--- src/rtl/cpu_core_params.sv ---
// Shared core-wide parameters used across the CPU pipeline.
//   REG_ADDR_WIDTH : architectural register index width
//   REG_COUNT      : number of architectural registers
//   X0_INDEX       : index of the hardwired-zero register
package cpu_core_params;

  localparam int unsigned REG_ADDR_WIDTH = 5;
  localparam int unsigned REG_COUNT      = 32;
  localparam int unsigned X0_INDEX       = 0;

endpackage

--- src/rtl/hazard_scoreboard.sv ---
// Register hazard scoreboard for the decode stage.
//
// Tracks, per architectural register, how many issued but not yet retired
// instructions will write it, and holds the decode instruction back while any
// used source is pending or while the writer capacity is exhausted.
//
// Ports:
//   i_Clock            rising-edge clock
//   w_Reset            synchronous active-high reset
//   i_Issue_*          decode-stage instruction (sources, destination, valid)
//   o_Issue_Ready      presented instruction may advance this cycle
//   i_Wb_Valid/Rd      writeback retirement of one writer
//   i_Kill_Valid/Rd    squash of one in-flight writer by a flush
//   o_Inflight_Count   total outstanding writers
//   o_Empty            no outstanding writers
//   o_Error            sticky: a retire/kill hit a register with no pending writer
//
// Build option:
//   SCOREBOARD_BYPASS_EN  when defined, a source whose only pending writer is
//                         retiring this cycle is not a hazard (data forwarded).
module hazard_scoreboard #(
  parameter int unsigned REG_COUNT      = cpu_core_params::REG_COUNT,
  parameter int unsigned REG_ADDR_WIDTH = cpu_core_params::REG_ADDR_WIDTH,
  parameter int unsigned MAX_INFLIGHT   = 4,
  localparam int unsigned CNT_W         = $clog2(MAX_INFLIGHT + 1)
) (
  input  logic                      i_Clock,
  input  logic                      w_Reset,
  input  logic                      i_Issue_Valid,
  input  logic [REG_ADDR_WIDTH-1:0] i_Issue_Rs1,
  input  logic [REG_ADDR_WIDTH-1:0] i_Issue_Rs2,
  input  logic                      i_Issue_Rs1_Used,
  input  logic                      i_Issue_Rs2_Used,
  input  logic [REG_ADDR_WIDTH-1:0] i_Issue_Rd,
  input  logic                      i_Issue_Rd_Write,
  output logic                      o_Issue_Ready,
  input  logic                      i_Wb_Valid,
  input  logic [REG_ADDR_WIDTH-1:0] i_Wb_Rd,
  input  logic                      i_Kill_Valid,
  input  logic [REG_ADDR_WIDTH-1:0] i_Kill_Rd,
  output logic [CNT_W-1:0]          o_Inflight_Count,
  output logic                      o_Empty,
  output logic                      o_Error
);

  localparam logic [REG_ADDR_WIDTH-1:0] X0 = REG_ADDR_WIDTH'(cpu_core_params::X0_INDEX);
  localparam logic [CNT_W-1:0]          CNT_MAX = CNT_W'(MAX_INFLIGHT);

  logic [CNT_W-1:0]    cnt_q [REG_COUNT];
  logic [1:0]          eff_dec [REG_COUNT];
  logic [REG_COUNT-1:0] underflow;

  logic [CNT_W-1:0]    total_q;
  logic [CNT_W+1:0]    total_calc;
  logic [CNT_W+1:0]    dec_sum;
  logic                error_q;
  logic                issue_fire;

  logic [CNT_W-1:0]    rs1_cnt;
  logic [CNT_W-1:0]    rs2_cnt;
  logic [CNT_W-1:0]    rd_cnt;
  logic                rs1_fwd;
  logic                rs2_fwd;
  logic                rs1_haz;
  logic                rs2_haz;
  logic                rd_writes;

  assign rs1_cnt   = cnt_q[i_Issue_Rs1];
  assign rs2_cnt   = cnt_q[i_Issue_Rs2];
  assign rd_cnt    = cnt_q[i_Issue_Rd];
  assign rd_writes = i_Issue_Rd_Write && (i_Issue_Rd != X0);

`ifdef SCOREBOARD_BYPASS_EN
  // Only safe when the retiring writer is the last one pending on that register.
  assign rs1_fwd = i_Wb_Valid && (i_Wb_Rd == i_Issue_Rs1) && (rs1_cnt == CNT_W'(1));
  assign rs2_fwd = i_Wb_Valid && (i_Wb_Rd == i_Issue_Rs2) && (rs2_cnt == CNT_W'(1));
`else
  assign rs1_fwd = 1'b0;
  assign rs2_fwd = 1'b0;
`endif

  // Register 0 never holds a nonzero counter, so x0 sources never stall.
  assign rs1_haz = i_Issue_Rs1_Used && (rs1_cnt != '0) && !rs1_fwd;
  assign rs2_haz = i_Issue_Rs2_Used && (rs2_cnt != '0) && !rs2_fwd;

  always_comb begin
    o_Issue_Ready = 1'b1;
    if (rs1_haz || rs2_haz) begin
      o_Issue_Ready = 1'b0;
    end
    if (rd_writes && ((total_q == CNT_MAX) || (rd_cnt == CNT_MAX))) begin
      o_Issue_Ready = 1'b0;
    end
  end

  assign issue_fire = i_Issue_Valid && o_Issue_Ready && rd_writes;

  // Per-register counters; issue, writeback and kill fold into one net update.
  for (genvar g = 0; g < REG_COUNT; g++) begin : g_reg
    if (g == cpu_core_params::X0_INDEX) begin : g_zero
      assign cnt_q[g]     = '0;
      assign eff_dec[g]   = 2'd0;
      assign underflow[g] = 1'b0;
    end else begin : g_cnt
      logic [CNT_W-1:0] cnt_r;
      logic [CNT_W-1:0] cnt_n;
      logic [CNT_W:0]   avail;
      logic [1:0]       req;
      logic             inc;
      logic             uf;

      assign inc = issue_fire && (i_Issue_Rd == REG_ADDR_WIDTH'(g));

      always_comb begin
        avail = {1'b0, cnt_r} + (CNT_W + 1)'(inc);
        req   = {1'b0, i_Wb_Valid && (i_Wb_Rd == REG_ADDR_WIDTH'(g))}
              + {1'b0, i_Kill_Valid && (i_Kill_Rd == REG_ADDR_WIDTH'(g))};
        uf    = 1'b0;
        cnt_n = cnt_r;
        if (avail >= (CNT_W + 1)'(req)) begin
          cnt_n = CNT_W'(avail - (CNT_W + 1)'(req));
        end else begin
          // Saturate at zero; only what was actually pending leaves the total.
          cnt_n = '0;
          uf    = 1'b1;
        end
      end

      always_ff @(posedge i_Clock) begin
        if (w_Reset) begin
          cnt_r <= '0;
        end else begin
          cnt_r <= cnt_n;
        end
      end

      assign cnt_q[g]     = cnt_r;
      assign eff_dec[g]   = uf ? avail[1:0] : req;
      assign underflow[g] = uf;
    end
  end

  always_comb begin
    dec_sum = '0;
    for (int i = 0; i < REG_COUNT; i++) begin
      dec_sum = dec_sum + (CNT_W + 2)'(eff_dec[i]);
    end
    total_calc = {2'b00, total_q} + (CNT_W + 2)'(issue_fire) - dec_sum;
  end

  always_ff @(posedge i_Clock) begin
    if (w_Reset) begin
      total_q <= '0;
      error_q <= 1'b0;
    end else begin
      total_q <= CNT_W'(total_calc);
      error_q <= error_q || (underflow != '0);
    end
  end

  assign o_Inflight_Count = total_q;
  assign o_Empty          = (total_q == '0);
  assign o_Error          = error_q;

endmodule

--- config.mk ---
export PLATFORM = sky130hd
export DESIGN_NAME = hazard_scoreboard
export DESIGN_NICKNAME = d
export VERILOG_FILES = /design/src/rtl/cpu_core_params.sv /design/src/rtl/hazard_scoreboard.sv
export SDC_FILE = /design/constraint.sdc
export NUM_CORES = 1
export LEC_CHECK = 0
export CAP_MARGIN = 15
export CELL_PAD_IN_SITES_DETAIL_PLACEMENT = 1
export CELL_PAD_IN_SITES_GLOBAL_PLACEMENT = 2
export CORE_MARGIN = 2
export CORE_UTILIZATION = 43
export CTS_BUF_LIST = sky130_fd_sc_hd__clkbuf_2
export CTS_CLUSTER_DIAMETER = 200
export DETAILED_ROUTE_END_ITERATION = 7
export PLACE_DENSITY = 0.94
export SETUP_SLACK_MARGIN = 0.02
export SLEW_MARGIN = 10
export SYNTH_ARGS = -nofsm -noshare
export SYNTH_HDL_FRONTEND = slang
export SYNTH_SLANG_ARGS = --single-unit
--- constraint.sdc ---
create_clock -name i_Clock -period 19.59 [get_ports i_Clock]
set_input_delay 5.877 -clock i_Clock [delete_from_list [all_inputs] [get_ports i_Clock]]
set_output_delay 5.877 -clock i_Clock [all_outputs]
set_load 0.01 [all_outputs]
==> results.cfg <==
[status]
status = finished clean

[clock_network]
cts_made_buffers = 9
ctsResizeCount = 0
htreeDepth = 3
post_cts_buffers = 0
cts_hold_buf = 0
cts_sinks = 97
clk_latency_ns = 0.67
cts_root_buf = clkbuf_2
clk_pin_slew_worst_paths_ns = 0.30
cts.path.max_buffers = 2
cts_tree = yes

[routing]
drt_iter0_drc = 827
routed_wl_um = 37700
vias = 9621
first_pass_iters = 5
viasPerCell = 5.78
avgRoutedWirePerCell_um = 22.6
drc_errors = 0
drtAntennaViolNets = 0

[cells_and_area]
post-route-util_pct = 47.1
finalNetCount = 1597
drive_above_1_share_pct = 7.80
final_area_um2 = 11900
areaGrowthSynthToFinish_pct = 7.27

[floorplan]
placeableCoreArea_um2 = 25300
die-area_um2 = 27100
die-width_um = 165
row_count = 58
die_y_um = 165
start_util_pct = 43.9
pin_count = 39

[synth]
netlist_area_um2 = 11100
synth_nets = 1574
synthCells = 1305
synth_edf_count = 0
async_flop_share_pct = 0
synth.ff_latch_count = 97
synth_area_per_cell_um2 = 8.49
synthDistinctLibCells = 65
yosysSeqAreaShare_pct = 17.5
synth_ff_type = dfxtp_1
synth_warnings = 0

[critical_path]
worstPathArrival_ns = 16.73
cp_common_cell = fa_1
slowest_stage = clkdlybuf4s50_1
crit_type = primary input to flop
crit_fanout = 28
cp-start-kind = primary input
max_stage_delay_ns = 0.93
cp-end-kind = flop
required_ns = 20.14

[global_route]
grt_pass1_wl_um = 57700
grt_max_degree = 44
grt_usage_pct = 28.7
grt_pass1_vias = 10100
antenna_found_initial = 1
grt_overflow = 0

[timing]
fin_ws_ns = 3.41
setup_viol = 0
finClkSkew_ns = 0.0361
drv_slew = 0
hold_violations = 0
fin_setup_tns_ns = 0
worst_slew_pin_slew_ns = 1.12
fin_crit_sh_pct = 82.6
slew_headroom_pct = 24.9
timing.fmax_mhz = 61.8
hold_ws_ns = 0.603
period_minus_slack_ns = 16.18
rsz0062_at_grt = no

[pwr]
max-vdd-ir-drop_uv = 60.3
power.leakage_nw = 4.82
p_per_area_nw_per_um2 = 44.6
internal_power_mw = 0.330
p_seq_share_pct = 41.5
pwr-share-comb_pct = 36.9
switching_share_pct = 37.8
p_switching_mw = 0.200
clockPowerShare_pct = 21.6

[min_path]
hold_class = flop to flop

[place]
hpwlAfterDp_um = 31500
post_dp_cell_area_um2 = 11800
gp_congestion = 1.02
pre_cts_ws_ns = 2.76
port_buffers = 38

[run]
drv_cap = 0
[flip-flops by register name, indices dropped and copies added, names as in the netlist]
name and count:
g.g_cnt.cnt_r 93, o_Error 1, o_Inflight_Count 3
[metal layers]
layer | track usage [%] | vias to the layer above | part of all wire [%]
li1 | - | 4515 | -
met1 | 36.7 | 4761 | 44
met2 | 46.8 | 276 | 45
met3 | 7.28 | 69 | 6.8
met4 | 10.9 | 0 | 3.8
met5 | 0 | - | 0
[cells by family after synthesis]
family | synth area share (%)
fa+ha+maj | 31.1
mux | 5.25
compound gates | 9.00
buf+inv | 6.64
simple gates | 23.2
xor+xnor | 7.27
flops | 17.5
[area by class of cell]
class                      instances  area [um2]
antenna                            1        2.50
clock buffer                      10        50.0
clock inverter                     6        66.3
fill                            3030       13400
inverter                         155         582
multi-input combinational       1020        8410
sequential                        97        1940
tap                              330         413
timing repair buffer              45         428
[worst max-delay path: cells and delay by family]
kind / cells / cell delay [ns]
muxes: 1 / 0.43
xor gates and xnor gates: 5 / 0.78
and+or+nand+nor: 5 / 1.39
AOI/OAI and AO/OA: 4 / 1.49
adders and majority gates: 12 / 4.93
buffers and inverters: 6 / 1.80
[synth_stat cells (5+ instances only)]
cell	n	share of area, %
o21ai_0	34	1.5
nor3_1	51	2.3
nor2b_1	5	0.28
nor3b_1	12	0.81
xnor2_1	84	6.6
a2111oi_0	5	0.40
nor4b_2	14	1.9
o41ai_1	5	0.40
inv_1	153	5.2
a211oi_1	33	2.2
a21oi_1	37	1.7
or2_2	30	1.7
clkbuf_1	20	0.68
xor2_1	8	0.63
nand2_1	71	2.4
ha_1	170	19
buf_2	6	0.27
mux2i_1	21	1.9
nor4_1	21	1.2
nand3_1	9	0.41
and3_1	15	0.85
nand2b_1	17	0.96
mux4_2	8	1.6
nor2_1	207	7.0
mux2_2	17	1.7
nor4b_1	16	1.3
a31oi_1	6	0.34
fa_1	66	12
dfxtp_1	97	18
[power by group through the flow]
stage / clock, mW / combinational (mW) / sequential, mW
floorplan: 0 / 0.135 / 0.219
global placement: 0 / 0.191 / 0.223
detailed placement: 0 / 0.193 / 0.223
CTS: 0.119 / 0.195 / 0.220
global route: 0.124 / 0.220 / 0.221
finish: 0.115 / 0.196 / 0.220
[cell usage in the layout, fill, tap and decap left out, drive strengths merged, types with 12 or more instances in the layout]
master and instances:
nor2 207, ha 170, inv 155, dfxtp 97, xnor2 84, nand2 72
fa 66, nor3 51, a21oi 37, clkdlybuf4s50 37, o21ai 34, a211oi 33
or2 31, nor4b 31, nor4 21, mux2i 21, nand2b 17, mux2 17
and3 15, nor3b 12
[final timing paths]
check / to / slack, ns / cells past startpoint / start
setup / recovery: o_Inflight_Count[2] / 3.41 / 33 / i_Issue_Rd[1]
hold / removal: g_reg[8].g_cnt.cnt_r[2] / 0.60 / 2 / g_reg[8].g_cnt.cnt_r[2]
setup reg to reg: o_Inflight_Count[2] / 9.31 / 33 / g_reg[7].g_cnt.cnt_r[2]
hold reg to reg: g_reg[8].g_cnt.cnt_r[2] / 0.60 / 2 / g_reg[8].g_cnt.cnt_r[2]
[metrics by stage]
stage / power, mW / cells
final: 0.531 / 1664
after global routing: 0.566 / 1664
after CTS: 0.533 / 1663
after detailed placement: 0.417 / 1647
after global placement: 0.414 / 1647
after floorplan: 0.354 / 1305
Note: power is estimated with default switching activity, not from simulation.
